### config.mk
export PLATFORM = sky130hd
export DESIGN_NAME = cbus_arbiter_n
export DESIGN_NICKNAME = d
export VERILOG_FILES = /design/src/rtl/cbus_arbiter_n.sv
export SDC_FILE = /design/constraint.sdc
export NUM_CORES = 1
export LEC_CHECK = 0
export ABC_AREA = 1
export CAP_MARGIN = 15
export CORE_AREA = 2 2 250 252
export CTS_BUF_LIST = sky130_fd_sc_hd__clkbuf_16
export DETAILED_ROUTE_END_ITERATION = 8
export DIE_AREA = 0 0 252 254
export PLACE_DENSITY_LB_ADDON = 0.1
export SETUP_SLACK_MARGIN = 0.05
export SLEW_MARGIN = 20
export SYNTH_ARGS = -nofsm -noshare
export SYNTH_HDL_FRONTEND = slang
export SYNTH_SLANG_ARGS = --single-unit
### constraint.sdc
create_clock -name clk -period 2.05 [get_ports clk]
set_clock_uncertainty 0.1 [all_clocks]
set_input_delay 0.205 -clock clk [delete_from_list [all_inputs] [get_ports clk]]
set_output_delay 0.205 -clock clk [all_outputs]
set_load 0.01 [all_outputs]
### src/rtl/cbus_arbiter_n.sv
// cbus_pkg: request/response types of the simplified burst cache bus.
// cbus_arbiter_n: N-master arbiter that grants one whole burst at a time
// and holds the grant until the bridge returns the last beat.
//
// Handshake: a master's request is presented while ireqs[i].valid is high and
// must be held stable until its burst ends. Each beat is transferred in a
// cycle where oresp.ready is high; the burst ends on the beat that also has
// oresp.last high. Only the granted master sees oresp, and only while BUSY.
package cbus_pkg;

    // Burst length encoded as beats-1, AXI style.
    typedef enum logic [3:0] {
        MLEN1  = 4'd0,
        MLEN2  = 4'd1,
        MLEN4  = 4'd3,
        MLEN8  = 4'd7,
        MLEN16 = 4'd15
    } cbus_len_t;

    typedef struct packed {
        logic        valid;
        logic        is_write;
        logic [63:0] addr;
        logic [2:0]  size;
        cbus_len_t   len;
        logic [7:0]  strobe;
        logic [63:0] data;
    } cbus_req_t;

    typedef struct packed {
        logic        ready;
        logic        last;
        logic [63:0] data;
    } cbus_resp_t;

endpackage

module cbus_arbiter_n
    import cbus_pkg::*;
#(
    parameter int NUM_MASTERS = 2,
    parameter int MODE        = 0,
    parameter int IDX_W       = (NUM_MASTERS > 1) ? $clog2(NUM_MASTERS) : 1
) (
    input  logic             clk,
    input  logic             resetn,
    input  cbus_req_t        ireqs  [NUM_MASTERS],
    output cbus_resp_t       iresps [NUM_MASTERS],
    output cbus_req_t        oreq,
    input  cbus_resp_t       oresp,
    output logic             grant_valid,
    output logic [IDX_W-1:0] grant_idx
);

    // grant_valid is the externally visible copy of the FSM state (BUSY).
    typedef enum logic {
        IDLE = 1'b0,
        BUSY = 1'b1
    } state_t;

    state_t           state_q, state_d;
    logic [IDX_W-1:0] grant_idx_q, grant_idx_d;
    logic [IDX_W-1:0] rr_ptr_q, rr_ptr_d;

    logic             any_valid;
    logic [IDX_W-1:0] winner;
    int               cand;
    logic             burst_end;

    // Winner search: round-robin starts at rr_ptr and wraps at NUM_MASTERS-1,
    // fixed priority simply takes the lowest valid index. The candidate index
    // is always reduced below NUM_MASTERS, so odd master counts never select
    // a non-existent master.
    always_comb begin
        any_valid = 1'b0;
        winner    = '0;
        cand      = 0;
        for (int k = 0; k < NUM_MASTERS; k++) begin
            if (MODE == 1) begin
                cand = k;
            end else begin
                cand = int'(rr_ptr_q) + k;
                if (cand >= NUM_MASTERS) begin
                    cand = cand - NUM_MASTERS;
                end
            end
            for (int i = 0; i < NUM_MASTERS; i++) begin
                if (!any_valid && (i == cand) && ireqs[i].valid) begin
                    any_valid = 1'b1;
                    winner    = IDX_W'(i);
                end
            end
        end
    end

    // The burst ends on the beat the bridge accepts with last set.
    assign burst_end = oresp.ready && oresp.last;

    // Next-state logic: grant is registered out of IDLE and only released by
    // the last beat; a master dropping valid mid-burst does not release it.
    always_comb begin
        state_d     = state_q;
        grant_idx_d = grant_idx_q;
        rr_ptr_d    = rr_ptr_q;
        case (state_q)
            IDLE: begin
                if (any_valid) begin
                    grant_idx_d = winner;
                    state_d     = BUSY;
                end
            end
            BUSY: begin
                if (burst_end) begin
                    state_d  = IDLE;
                    rr_ptr_d = (grant_idx_q == IDX_W'(NUM_MASTERS - 1)) ? '0
                                                                         : grant_idx_q + 1'b1;
                end
            end
            default: begin
                state_d = IDLE;
            end
        endcase
    end

    // State registers, cleared asynchronously so a reset drops the grant at once.
    always_ff @(posedge clk or negedge resetn) begin
        if (!resetn) begin
            state_q     <= IDLE;
            grant_idx_q <= '0;
            rr_ptr_q    <= '0;
        end else begin
            state_q     <= state_d;
            grant_idx_q <= grant_idx_d;
            rr_ptr_q    <= rr_ptr_d;
        end
    end

    // Datapath mux: owner's request straight to the bridge and the bridge
    // response straight back to the owner; everything zero while IDLE so
    // requests never reach oreq before the grant is registered.
    always_comb begin
        oreq = '0;
        for (int i = 0; i < NUM_MASTERS; i++) begin
            iresps[i] = '0;
        end
        if (state_q == BUSY) begin
            for (int i = 0; i < NUM_MASTERS; i++) begin
                if (grant_idx_q == IDX_W'(i)) begin
                    oreq      = ireqs[i];
                    iresps[i] = oresp;
                end
            end
        end
    end

    assign grant_valid = (state_q == BUSY);
    assign grant_idx   = grant_idx_q;

    // The owner index can never point past the last master.
    a_grant_in_range: assert property (
        @(posedge clk) disable iff (!resetn)
        grant_valid |-> (int'(grant_idx) < NUM_MASTERS)
    );

    // Nothing reaches the bridge unless a grant is held.
    a_no_idle_req: assert property (
        @(posedge clk) disable iff (!resetn)
        !grant_valid |-> !oreq.valid
    );

endmodule

# == After elaboration in Yosys (flattened, before gate mapping) ==
# Cells that the tools add are included.
# word_totals
regBits,3
input_bits,358
output_inout_bits,279
word_cells,45
# classes
n_addsub,4
n_lt_le_gt_ge,2
eq_ne,2
n_mux,18
n_bitwise,1
reduce_logical,15
# ops
operator,count
$mux W145,2
$mux W132,1
$mux W66,2
$eq A2 B32 Y1 const A,2
$logic_not A32 Y1,2
$mux W32,2
$mux W1,10
$logic_and A1 B1 Y1,8
$reduce_and A2 Y1,2
$logic_not A1 Y1,3
$sub A1 B2 Y3 const B,1
$sub A2 B2 Y3 const B,1
$add A1 B1 Y2 const B,1
$ge A1 B2 Y1 const B,1
$ge A2 B2 Y1 const B,1
$pmux W1 S2,1
$add A1 B1 Y1 const B,1
$not A1 Y1,1

# == Longest topological paths before layout ==
# depth
word_depth,19
ltp_mapped,6
mapped_depth_nobuf,4

# == Least setup slack after synthesis ==
# No wires, ideal clock.
# synth_path
path_type,flip-flop to output port
from,register state_q (netlist: grant_valid)
to,output iresps[100] (netlist bit)
arrival_time_ns,1.157
t_required_ns,1.745
path_slack_ns,0.588
path_stages_with_launch,7
n_path_buf,2
path_cell_list,dfrtp_1 inv_2 nor2_2 inv_2 buf_2 buf_2 nor2_1
# synth_lines
item,line_no,rtl
"start, declared",61,"state_t state_q, state_d;"
"start signal, assigned",132,state_q <= state_d;
"end, declared",48,"output cbus_resp_t iresps [NUM_MASTERS],"

==> metrics.cfg <==
[sta]
period_needed_ps = 2080
rsz0062_at_grt = yes
hold_ws_ps = 89.1
fmax_mhz = 481
fin_ws_ps = -29.3
relSlewSlack_pct = 79.6
min_period_over_period_pct = 101
drv_slew = 0
finalSetupViolCount = 1
worstMarginPinSlew_ps = 305
hold_violations = 0
setup_tns_ps = -29.3

[worst_setup_path]
regToRegSetupSlack_ps = 740
arrival_ps = 1770
setup.worst_path.end = iresps[128]
required_ps = 1750
rr_worst_depth = 5
criticalPathCategory = register to output pin
r2r_start = grant_idx
end_kind = output pin
critPathMaxFanout = 18
worstSetupStartpointType = register
cp_slowest_stage_delay_ps = 540
critPathSlowestCell = clkdlybuf4s50_1
timing.rr.end = grant_idx
path_cells = nor2_4 > inv_6 > buf_4 > nor2_1 > clkdlybuf4s50_1
critPathLaunch = grant_idx

[yosys]
synth.most_common_cell = nand2_1
async_flop_share_pct = 100
yosysSeqAreaShare_pct = 2.69
synthesis.nets = 1057
netlist_area_um2 = 2790
yosys.area.top_type = nand2_1
syn_inst = 699
synth_top_area_share_pct = 59.0
synthTopCellsByArea = nand2_1 (59%), nor2_1 (18%), inv_1 (9.1%), buf_2 (4.1%), buf_4 (4.0%)
ys_warn_count = 0
synth.distinct_cells = 15
synth_edf_count = 0
synth_area_per_cell_um2 = 4.00
synth_commonest_cells = nand2_1 (439), nor2_1 (134), inv_1 (68)
synth-main-ff-cell = dfrtp_1
ys_ff_latch = 3

[grt]
grt_pass1_vias = 6543
grt_max_degree = 69
grt_pass1_wl_mm = 42.4
gr-total-overflow = 0
antenna_found_initial = 0
track_usage_pct = 8.87

[cts]
cts_tree = done
hold_buffers = 0
cts-root-buf = clkbuf_16
cts_sinks = 3
clk_pin_slew_ps = 30
clkLatencyLatePin_ps = 220
cts_max_level = 1
clockBufferDepth = 2
cts_buffers = 3

[detailed_routing]
wl_mm = 32.9
drc = 0
drt_iter0_markers = 204
viasPerCell = 3.03
final_antenna_net_count = 0
wl_per_cell_um = 15.1
via_count = 6607
dr.pass1.iters = 4

[hold_path]
min-delay-path-class = input port to async pin

[die]
die_w_um = 252
initial_core_util_pct = 4.56
pin_count = 637
core_region_area_um2 = 61300
row_count = 91
die_y_um = 254
dieArea_um2 = 64000

[cells_and_area]
areaGrowthSynthToFinish_pct = 322
drive_above_1_share_pct = 27.5
nFillCells = 7013
antenna_cells = 0
finalNetCount = 1746

[place]
io_buffers = 636
dp_hpwl_mm = 26.2
gp_congestion = 0.774

[power]
power_density_nw_per_um2 = 639
leakage_nw = 7.12
ir_drop_mv = 0.249

[outcome]
violations = negative setup slack
outcome = complete, but fails checks

[job]
cap_violations = 0

kinds of logic (layout without fill, tap and decap cells):
kind of cell           count (synthesis)  count (layout)  share of synthesized area [%]
AOI/OAI and AO/OA                      1               1                          0.179
buffers and inverters                116             804                           18.9
DFF                                    3               3                           2.69
and+or+nand+nor                      579             579                           78.2
per-layer routing:
layer,vias to the layer above,GRT usage (%),wire length [um]
li1,3373,-,-
met1,2846,8.42,11000
met2,374,18.3,18200
met3,14,3.20,3400
met4,0,1.05,329
met5,-,0,0
cell type report:
type	count	area, um2	area share [%]
multi-input combinational	580	2730	23.2
inverter	71	284	2.41
clock buffer	3	75.1	0.637
tap	790	988	8.38
timing repair buffer	729	7630	64.7
clock inverter	1	3.75	0.0318
sequential	3	76.3	0.647
registers in the layout (all words and copies together) (netlist names):
name         count
rr_ptr_q         1
grant_valid      1
grant_idx        1
critical path, delay by kind of cell (launching register included):
family / cells / cell delay, ps
buf+inv: 3 / 860
flops: 1 / 430
simple gates: 2 / 260
cells in the final DEF (no fill, tap or decap):
cell               n
nor2_2             2
buf_2             45
dlygate4sd2_1     27
clkinv_8           1
inv_6              1
nor2_4             3
clkbuf_2          38
nor2_1           130
buf_12            25
dlymetal6s2s_1   100
nand2_4           34
buf_6             74
nand2_8            1
nand2_1          306
o21ai_0            1
inv_1             69
and2_1             1
clkdlybuf4s50_1  364
inv_2              1
buf_4             32
dfrtp_2            1
nand3_1            3
nand2_2           99
dfrtp_1            2
clkdlybuf4s15_1    2
buf_8              8
clkbuf_16          9
buf_16             8
how the worst min path moves through the flow:
stage	startpoint	to
6_report	resetn	rr_ptr_q
5_1_grt	resetn	rr_ptr_q
4_1_cts	resetn	rr_ptr_q
3_5_place_dp	resetn	rr_ptr_q
3_3_place_gp	resetn	rr_ptr_q
2_1_floorplan	resetn	grant_idx
power by group:
group,switching [W],internal (W),total [W]
Combinational,0.00335,0.00379,0.00714
Clock,0.0000543,0.000252,0.000306
Sequential,0.0000142,0.0000744,0.0000886
Total,0.00342,0.00411,0.00753
metrics by stage:
step / worst slack [ps] / util, % / cell area (um2) / total power (W) / std cells
finish: -29.3 / 19.2 / 11800 / 0.00753 / 2177
floorplan: 588 / - / 2790 / 0.00225 / 699
CTS: -122 / 17.5 / 10700 / 0.00685 / 2164
detailed placement: -121 / 17.0 / 10400 / 0.00627 / 2122
global route: -112 / 19.2 / 11800 / 0.00812 / 2177
global placement: -144 / 17.0 / 10400 / 0.00638 / 2122
repair_timing:
item | CTS | global route
setup buffers | 32 | 15
gates cloned | 6 | 7
endpoints found under the setup margin | 277 | 224
gates resized for setup | 516 | 455
pin swaps | 4 | 54
Note: power is estimated with default switching activity, not from simulation.
